[config.mk]
export PLATFORM = sky130hd
export DESIGN_NAME = ddr_tx
export DESIGN_NICKNAME = d
export VERILOG_FILES = /design/src/rtl/ddr_tx.sv
export SDC_FILE = /design/constraint.sdc
export NUM_CORES = 1
export LEC_CHECK = 0
export CORE_ASPECT_RATIO = 1.5
export CORE_MARGIN = 5
export CORE_UTILIZATION = 40
export CTS_BUF_LIST = sky130_fd_sc_hd__clkbuf_8 sky130_fd_sc_hd__clkbuf_16
export DETAILED_ROUTE_END_ITERATION = 12
export GPL_TIMING_DRIVEN = 0
export PLACE_DENSITY_LB_ADDON = 0.12
export REMOVE_ABC_BUFFERS = 1
export SYNTH_ARGS = -nofsm -noshare
export SYNTH_HDL_FRONTEND = slang
export SYNTH_SLANG_ARGS = --single-unit
[constraint.sdc]
create_clock -name i_sys_clk -period 4.8 [get_ports i_sys_clk]
set_input_delay 0.96 -clock i_sys_clk [delete_from_list [all_inputs] [get_ports i_sys_clk]]
set_output_delay 0.96 -clock i_sys_clk [all_outputs]
set_load 0.02 [all_outputs]
[src/rtl/ddr_tx.sv]
// HDR-DDR transmit serializer: shifts preamble, data, parity, CRC token and CRC value onto
// SDA one bit per SCL edge (both edges), MSB first, and hands data bytes to the CRC engine.
module ddr_tx #(
    parameter logic [3:0] CRC_TOKEN = 4'hC,
    parameter int         CRC_W     = 5
) (
    input  logic             i_sys_clk,
    input  logic             i_sys_rst,
    input  logic             i_sclgen_scl_pos_edge,
    input  logic             i_sclgen_scl_neg_edge,
    input  logic             i_ddrccc_tx_en,
    input  logic [3:0]       i_ddrccc_tx_mode,
    input  logic [1:0]       i_ddrccc_pre_bits,
    input  logic [7:0]       i_regf_tx_data,
    input  logic [CRC_W-1:0] i_crc_value,
    input  logic             i_crc_valid,
    output logic             o_sdahnd_tx_sda,
    output logic             o_ddrccc_tx_mode_done,
    output logic             o_ddrccc_tx_busy,
    output logic             o_crc_en,
    output logic             o_crc_data_valid,
    output logic [7:0]       o_crc_data
);

    localparam logic [3:0] MODE_PREAMBLE  = 4'b0000;
    localparam logic [3:0] MODE_SERIAL    = 4'b0011;
    localparam logic [3:0] MODE_CRC_TOKEN = 4'b0101;
    localparam logic [3:0] MODE_PARITY    = 4'b0110;
    localparam logic [3:0] MODE_CRC_VALUE = 4'b0111;
    localparam logic [3:0] MODE_SDA_HIGH  = 4'b1000;
    localparam logic [3:0] MODE_SDA_LOW   = 4'b1001;

    localparam int         CRC_PAD  = 32'sd8 - CRC_W;
    localparam logic [2:0] CRC_LAST = 3'(CRC_W - 32'sd1);

    typedef enum logic [1:0] {
        ST_IDLE     = 2'd0,
        ST_SHIFT    = 2'd1,
        ST_WAIT_CRC = 2'd2
    } state_t;

    function automatic logic mode_is_valid(input logic [3:0] mode);
        logic ok;
        case (mode)
            MODE_PREAMBLE, MODE_SERIAL, MODE_CRC_TOKEN, MODE_PARITY,
            MODE_CRC_VALUE, MODE_SDA_HIGH, MODE_SDA_LOW: ok = 1'b1;
            default:                                     ok = 1'b0;
        endcase
        return ok;
    endfunction

    // Odd-indexed bits give P[1]; even-indexed bits give P[0], inverted.
    function automatic logic [1:0] ddr_parity(input logic [15:0] word);
        logic p_odd;
        logic p_even;
        p_odd  = 1'b0;
        p_even = 1'b0;
        for (int i = 32'sd0; i < 32'sd8; i++) begin
            p_odd  = p_odd ^ word[2*i+1];
            p_even = p_even ^ word[2*i];
        end
        return {p_odd, ~p_even};
    endfunction

    state_t      state_r;
    state_t      state_s;
    logic [3:0]  mode_r;
    logic [3:0]  load_mode_s;
    logic        load_s;
    logic        shift_s;
    logic        finish_s;
    logic        abort_s;
    logic        capture_s;
    logic        edge_s;
    logic [7:0]  load_word_s;
    logic [2:0]  load_cnt_s;
    logic [7:0]  crc_word_s;
    logic [1:0]  par_bits_s;

    logic [7:0]  shift_r;
    logic [2:0]  cnt_r;
    logic        sda_r;
    logic        done_r;
    logic        busy_r;
    logic        crc_en_r;
    logic        crc_dv_r;
    logic [7:0]  crc_data_r;
    logic        byte_num_r;
    logic [15:0] par_word_r;

    assign edge_s     = i_sclgen_scl_pos_edge | i_sclgen_scl_neg_edge;
    assign crc_word_s = 8'(i_crc_value) << CRC_PAD;
    assign par_bits_s = ddr_parity(par_word_r);

    // Next-state and control strobes
    always_comb begin
        state_s     = state_r;
        load_s      = 1'b0;
        shift_s     = 1'b0;
        finish_s    = 1'b0;
        abort_s     = 1'b0;
        capture_s   = 1'b0;
        load_mode_s = mode_r;
        case (state_r)
            ST_IDLE: begin
                load_mode_s = i_ddrccc_tx_mode;
                if (i_ddrccc_tx_en && mode_is_valid(i_ddrccc_tx_mode)) begin
                    capture_s = 1'b1;
                    if ((i_ddrccc_tx_mode == MODE_CRC_VALUE) && !i_crc_valid) begin
                        state_s = ST_WAIT_CRC;
                    end else begin
                        load_s  = 1'b1;
                        state_s = ST_SHIFT;
                    end
                end else begin
                    state_s = ST_IDLE;
                end
            end
            ST_SHIFT: begin
                if (!i_ddrccc_tx_en) begin
                    abort_s = 1'b1;
                    state_s = ST_IDLE;
                end else if (edge_s) begin
                    if (cnt_r != 3'd0) begin
                        shift_s = 1'b1;
                    end else begin
                        finish_s = 1'b1;
                        state_s  = ST_IDLE;
                    end
                end else begin
                    state_s = ST_SHIFT;
                end
            end
            ST_WAIT_CRC: begin
                if (!i_ddrccc_tx_en) begin
                    abort_s = 1'b1;
                    state_s = ST_IDLE;
                end else if (i_crc_valid) begin
                    load_s  = 1'b1;
                    state_s = ST_SHIFT;
                end else begin
                    state_s = ST_WAIT_CRC;
                end
            end
            default: begin
                state_s = ST_IDLE;
            end
        endcase
    end

    // Left-aligned bit pattern and last-bit index for the mode being loaded
    always_comb begin
        load_word_s = 8'h00;
        load_cnt_s  = 3'd0;
        case (load_mode_s)
            MODE_PREAMBLE: begin
                load_word_s = {i_ddrccc_pre_bits, 6'b000000};
                load_cnt_s  = 3'd1;
            end
            MODE_SERIAL: begin
                load_word_s = i_regf_tx_data;
                load_cnt_s  = 3'd7;
            end
            MODE_CRC_TOKEN: begin
                load_word_s = {CRC_TOKEN, 4'b0000};
                load_cnt_s  = 3'd3;
            end
            MODE_PARITY: begin
                load_word_s = {par_bits_s, 6'b000000};
                load_cnt_s  = 3'd1;
            end
            MODE_CRC_VALUE: begin
                load_word_s = crc_word_s;
                load_cnt_s  = CRC_LAST;
            end
            MODE_SDA_HIGH: begin
                load_word_s = 8'h80;
                load_cnt_s  = 3'd0;
            end
            MODE_SDA_LOW: begin
                load_word_s = 8'h00;
                load_cnt_s  = 3'd0;
            end
            default: begin
                load_word_s = 8'h00;
                load_cnt_s  = 3'd0;
            end
        endcase
    end

    // FSM state register
    always_ff @(posedge i_sys_clk or negedge i_sys_rst) begin
        if (!i_sys_rst) begin
            state_r <= ST_IDLE;
        end else begin
            state_r <= state_s;
        end
    end

    // Shift register and SDA drive; SDA keeps its last bit outside SHIFT
    always_ff @(posedge i_sys_clk or negedge i_sys_rst) begin
        if (!i_sys_rst) begin
            sda_r   <= 1'b1;
            shift_r <= 8'h00;
            cnt_r   <= 3'd0;
            mode_r  <= MODE_PREAMBLE;
        end else begin
            if (load_s) begin
                sda_r   <= load_word_s[7];
                shift_r <= {load_word_s[6:0], 1'b0};
                cnt_r   <= load_cnt_s;
            end else if (shift_s) begin
                sda_r   <= shift_r[7];
                shift_r <= {shift_r[6:0], 1'b0};
                cnt_r   <= cnt_r - 3'd1;
            end
            if (capture_s) begin
                mode_r <= i_ddrccc_tx_mode;
            end
        end
    end

    // Handshake pulses towards the CCC FSM and the CRC engine
    always_ff @(posedge i_sys_clk or negedge i_sys_rst) begin
        if (!i_sys_rst) begin
            done_r     <= 1'b0;
            busy_r     <= 1'b0;
            crc_dv_r   <= 1'b0;
            crc_data_r <= 8'h00;
        end else begin
            done_r   <= finish_s;
            busy_r   <= (state_s != ST_IDLE);
            crc_dv_r <= load_s && (load_mode_s == MODE_SERIAL);
            if (load_s && (load_mode_s == MODE_SERIAL)) begin
                crc_data_r <= i_regf_tx_data;
            end
        end
    end

    // Byte pairing for the parity word and CRC engine enable
    always_ff @(posedge i_sys_clk or negedge i_sys_rst) begin
        if (!i_sys_rst) begin
            byte_num_r <= 1'b0;
            par_word_r <= 16'h0000;
            crc_en_r   <= 1'b0;
        end else begin
            if (load_s && (load_mode_s == MODE_SERIAL)) begin
                if (byte_num_r) begin
                    par_word_r[7:0] <= i_regf_tx_data;
                end else begin
                    par_word_r[15:8] <= i_regf_tx_data;
                end
            end
            if (finish_s && (mode_r == MODE_SERIAL)) begin
                byte_num_r <= ~byte_num_r;
            end else if ((finish_s && (mode_r == MODE_PARITY)) ||
                         (load_s && (load_mode_s == MODE_PREAMBLE))) begin
                byte_num_r <= 1'b0;
            end
            if (load_s && (load_mode_s == MODE_SERIAL)) begin
                crc_en_r <= 1'b1;
            end else if ((finish_s && (mode_r == MODE_CRC_VALUE)) || abort_s ||
                         (load_s && (load_mode_s == MODE_PREAMBLE))) begin
                crc_en_r <= 1'b0;
            end
        end
    end

    assign o_sdahnd_tx_sda       = sda_r;
    assign o_ddrccc_tx_mode_done = done_r;
    assign o_ddrccc_tx_busy      = busy_r;
    assign o_crc_en              = crc_en_r;
    assign o_crc_data_valid      = crc_dv_r;
    assign o_crc_data            = crc_data_r;

endmodule

Word-level counts from Yosys, hierarchy flattened:

Index checks and enable logic that the tools add are counted.

* bitwise operators: 17
* $add $sub $neg: 1
* reduce and logical (&&, ||, !) cells: 24
* mux-type cells: 40
* eq/ne operators: 16

Operator list (number)
* $pmux W8 S6: 1
* $eq A4 B3 Y1 const B: 8
* $mux W1: 24
* $mux W8: 2
* $mux W2: 7
* $xor A1 B1 Y1: 14
* $eq A4 B2 Y1 const B: 3
* $eq A4 B4 Y1 const B: 3
* $pmux W3 S4: 1
* $logic_not A4 Y1: 2
* $reduce_bool A2 Y1: 4
* $logic_and A1 B1 Y1: 7
* $reduce_or A7 Y1: 1
* $mux W3: 2
* $pmux W2 S3: 1
* $mux W4: 1
* $reduce_and A2 Y1: 2
* $reduce_or A2 Y1: 2
* $logic_or A1 B1 Y1: 3
* $reduce_bool A3 Y1: 1
* $sub A3 B1 Y3 const B: 1
* $eq A2 B1 Y1 const B: 1
* $eq A2 B2 Y1 const B: 1
* $logic_not A2 Y1: 1
* 4 further kinds: 5

* input bits: 25
* bits in registers: 47
* logic and storage cells: 111

Logic depth before layout (Yosys ltp):

* depth in word-level cells: 11
* gate-level depth with buffers: 9

Worst setup path before layout:

No wires, ideal clock.

* kind: input-to-reg
* start point: in i_ddrccc_tx_mode[1]
* end point: reg par_word_r[10]
* slack: 2100 ps
* path buffers: 2
* setup time: 125 ps
* arrival time: 2575 ps
* cell stages on the path: 7
* cells stage by stage: o21ai_0 -> nand4_1 -> o31a_1 -> buf_6 -> or4_4 -> buf_6 -> mux2_4

* word-level cells in the longest chain between the ends: 9

RTL lines
* start, declared: RTL line 12 `input logic [3:0] i_ddrccc_tx_mode,`
* $eq A4 B3 Y1 (tied with other cells): RTL line 44, 109
* $reduce_or A7 Y1: RTL line 44 `case (mode)`
* $mux W1: RTL line 44
* $mux W1: RTL line 104 `case (state_r)`
* $logic_and A1 B1 Y1: RTL line 107 `if (i_ddrccc_tx_en && mode_is_valid(i_ddrccc_tx_mode)) begin`
* $mux W1: RTL line 107
* $pmux W1 S2: RTL line 104
* $logic_and A1 B1 Y1 *: RTL line 247 `if (load_s && (load_mode_s == MODE_SERIAL)) begin`
* $reduce_and A2 Y1 (no source line) *
* end signal, assigned: RTL line 251 `par_word_r[15:8] <= i_regf_tx_data;`
* end, declared: RTL line 89 `logic [15:0] par_word_r;`

Mark *: on every way between the ends. The rest lies on a longest branch, timed or not. The select of a mux whose other input is x is not followed.
A chain may end at the register's enable or synchronous reset.

Worst setup path in the final report:

* start point: in i_ddrccc_tx_mode[2]
* end point: reg crc_data_r[2] (netlist: o_crc_data[2])

* word-level cells in the longest chain between the ends: 8

RTL lines
* $eq A4 B3 Y1 (tied with other cells): RTL line 44, 109
* $reduce_or A7 Y1: RTL line 44
* $mux W1: RTL line 44
* $mux W1: RTL line 104
* $logic_and A1 B1 Y1: RTL line 107
* $mux W1: RTL line 107
* $pmux W1 S2: RTL line 104
* $logic_and A1 B1 Y1 *: RTL line 234 `if (load_s && (load_mode_s == MODE_SERIAL)) begin`
* end signal, assigned: RTL line 235 `crc_data_r <= i_regf_tx_data;`
* end, declared: RTL line 87 `logic [7:0] crc_data_r;`

Marked as above.

==> results.md <==
* Most common cell after layout, fill and taps aside: dfrtp_1
* Status: finished clean
* Clock network power share at 0.190
* Commonest non-fill, non-tap cells in the layout: dfrtp_1 (45), clkdlybuf4s50_1 (36), mux2_2 (23)
* Seq cells post-synth at between 40 and 50
* RR Startpoint: state_r[0]
* Area leader, netlist: dfrtp_1
* Cts hold-fix bufs at 0
* Slew Viols, Final at 0
* Die height at 107.5 um
* Largest net degree at the start of global routing at 31
* Core ar. at 6175 sq um
* Slew of the pin with the lowest slew margin at ~1.2 ns
* TritonRoute pass-1 iters at 4
* Vias in the first global route at around 1.9k
* Initial antenna violation count at 0
* Syn Inst Count at 216
* Worst Hold Class: flip-flop to flip-flop
* Fin crit share at 0.7070
* Multi-input gate area at approximately 1300 sq um
* # nets final at approximately 290
* Post_cts resized at 0
* CP Cell Sequence: clkdlybuf4s50_1 -> or4b_1 -> nand4_1 -> o31a_1 -> or3_1 -> mux2_2
* Count of different cell masters after synthesis at between 50 and 60
* Avg Cell Area, Syn at about 12 sq um
* GR Overflow Total at 0
* Vias post-DR at 1801
* Later-pin clock latency in the skew report at 0.30 ns
* DRT iter0 DRCs at 78
* Slowest cell on crit path: clkdlybuf4s50_1
* Chip Width at about 75 um
* Top cells by area, synth: dfrtp_1 (44%), mux2_2 (10%), xnor2_1 (5.2%)
* Hold path depth at 1
* Type of origin of the critical path: primary input
* P_sw at around 420 uW
* Post-CTS Repair Setup Buffers at 0
* Internal Power at around 850 uW
* Reg2reg path depth at 6
* WHS at just over 0.5 ns
* Clk sinks at 46
* Max Cap Viol at 0
* Ys flop type: dfrtp_1
* Final setup viols at 0
* Port Buf Inserts at 37
* Final TNS setup at 0 ns
* Via density at 5.458
* Setup crit end kind: flip-flop
* Finished Core Util at 0.4973
* Starting density of the core at 0.4103
* Post-synth EDFFs at 0
* Worst Path Arrival at roughly 3.6 ns
* Hold path endpoint: o_crc_data[4]
* Worst Skew at roughly 0.0082 ns
* Area taken by flip-flops and latches at roughly 1200 sq um
* Overall routed net length at around 5500 um
* DR DRC count at 0
* IO Count at 38
* Area Overhead vs Synth at 21.18%
* Reg-to-Reg End: o_crc_data[2]
* Deepest clock path buffer count at 2
* Final Hold Fails at 0
* Setup CP Type: primary input to flip-flop
* Synthesized area at 2534 sq um
* Reg2reg setup slack at ~1.7 ns
* Fin crit period at 3.394 ns
* Combinational Power Share at 0.377
* VDD IR max at 0.2763 mV
* ANT nets after route at 0
* TritonCTS clock tree: built
* Fmax at roughly 300 MHz
* Sw Ratio at 0.3337
* Crit-path max cell delay at about 0.55 ns
* Clock Tree Root: clkbuf_8
* Ys Warns at 0
* Die ar. at 8059 sq um
* Antenna cells at 0
* Finished Layout Cells at 330
* Leak pwr at 0.001348 uW
* Placed cell count at about 320
* DP HPWL at between 4000 and 5000 um
* Max_slew headroom at 0.2102
* CTS Buf Count at 5
* CP startpoint: i_ddrccc_tx_mode[2]
* Share of cells above drive strength 1 at 0.1914
* Clock H-tree levels at 2
* Worst endpoint required time at around 5 ns
* GRT Util Overall at 0.1446
* Number of filler cells placed in the layout at about 560
* CP Max Fanout at 10
* HP Start: o_crc_data[4]
* Final Wtd Congestion at roughly 0.82
* Top-area cell type share of the netlist area at 0.4444
* Rows at 35
* First-pass GRT wire length at about 9000 um
* RSZ-0062 raised after global routing: no
* Clock edge transition at the registers on the reported setup and hold paths at around 0.090 ns
* Flop pwr share at 0.433
* Seq/Total Area, Yosys at 0.4548
* WL/cell at about 17 um
* Pwr per Cell Area at between 400 and 500 nW/um^2
* Async set-or-reset flop fraction in the synthesized netlist at 1.000
## worst max-delay path by stage
stage	end	slack, ns	cells after the start
6_report	o_crc_data[2]	1.41	6
5_1_grt	o_crc_data[4]	1.26	6
4_1_cts	o_crc_data[4]	1.40	6
3_5_place_dp	o_crc_data[2]	1.08	6
3_3_place_gp	o_crc_en	0.86	6
2_1_floorplan	o_crc_data[0]	2.03	5
## layout make-up
type / count / area share
flip-flops and latches: 46 / 0.3753
inverters: 9 / 0.01100
clock buffers: 5 / 0.02241
multi-input cells: 154 / 0.4262
well taps: 74 / 0.03015
repair buffers: 39 / 0.1280
clock inverters: 3 / 0.006927
## cell families after synthesis
family | count (synthesis) | synth area share
and+or+nand+nor | 50 | 0.1190
DFF | 46 | 0.4548
muxes | 44 | 0.2010
AOI/OAI and AO/OA | 36 | 0.1027
xor gates and xnor gates | 18 | 0.06223
buffers and inverters | 16 | 0.03062
adders and majority gates | 6 | 0.02963
## layer usage
layer	vias to the layer above	track usage	share of wire	wire length (um)
met5	-	0	0	0
met4	0	0.04071	0.014	76
met3	7	0.02897	0.043	233
met2	36	0.2637	0.55	2986
met1	899	0.1645	0.40	2166
li1	859	-	-	-
## state kept, by name, summed over array words and instances, names as in the netlist
name,cells
o_ddrccc_tx_mode_done,1
cnt_r,3
par_word_r,16
o_ddrccc_tx_busy,1
o_crc_data_valid,1
o_crc_en,1
o_sdahnd_tx_sda,1
o_crc_data,8
byte_num_r,1
shift_r,7
state_r,2
mode_r,4
## cells in the mapped netlist, types with 3 or more instances
cell type and instances:
inv_1 9, nor3b_1 4, ha_1 6, mux2_4 8, nor2_1 10, xor2_1 3, mux2_2 23, xnor2_1 15
nand4_1 3, dfrtp_1 45, mux2i_1 13, nand2_1 12, a211o_1 4, o21ai_0 9, nand3b_1 3
## per-stage QoR
step | instance area, sq um | worst slack, ns | power [uW]
after global routing | 3070 | 1.262 | 1352
after detailed placement | 2980 | 1.075 | 1047
after CTS | 3070 | 1.397 | 1292
final | 3070 | 1.406 | 1272
after floorplan | 2490 | 2.032 | 875.0
after global placement | 2953 | 0.8581 | 1039
## power groups by stage
stage	Clock (uW)	Combinational [uW]	Sequential [uW]
2_1_floorplan	0	291	584
3_3_place_gp	0	482	557
3_5_place_dp	0	488	559
4_1_cts	250	490	552
5_1_grt	261	527	564
6_report	242	479	551
## critical path: cells and delay by family
kind	cells	cell delay, ns
compound gates	1	0.46
buf+inv	1	0.55
mux	1	0.39
simple gates	3	1.21
(Power assumes the default switching activity.)
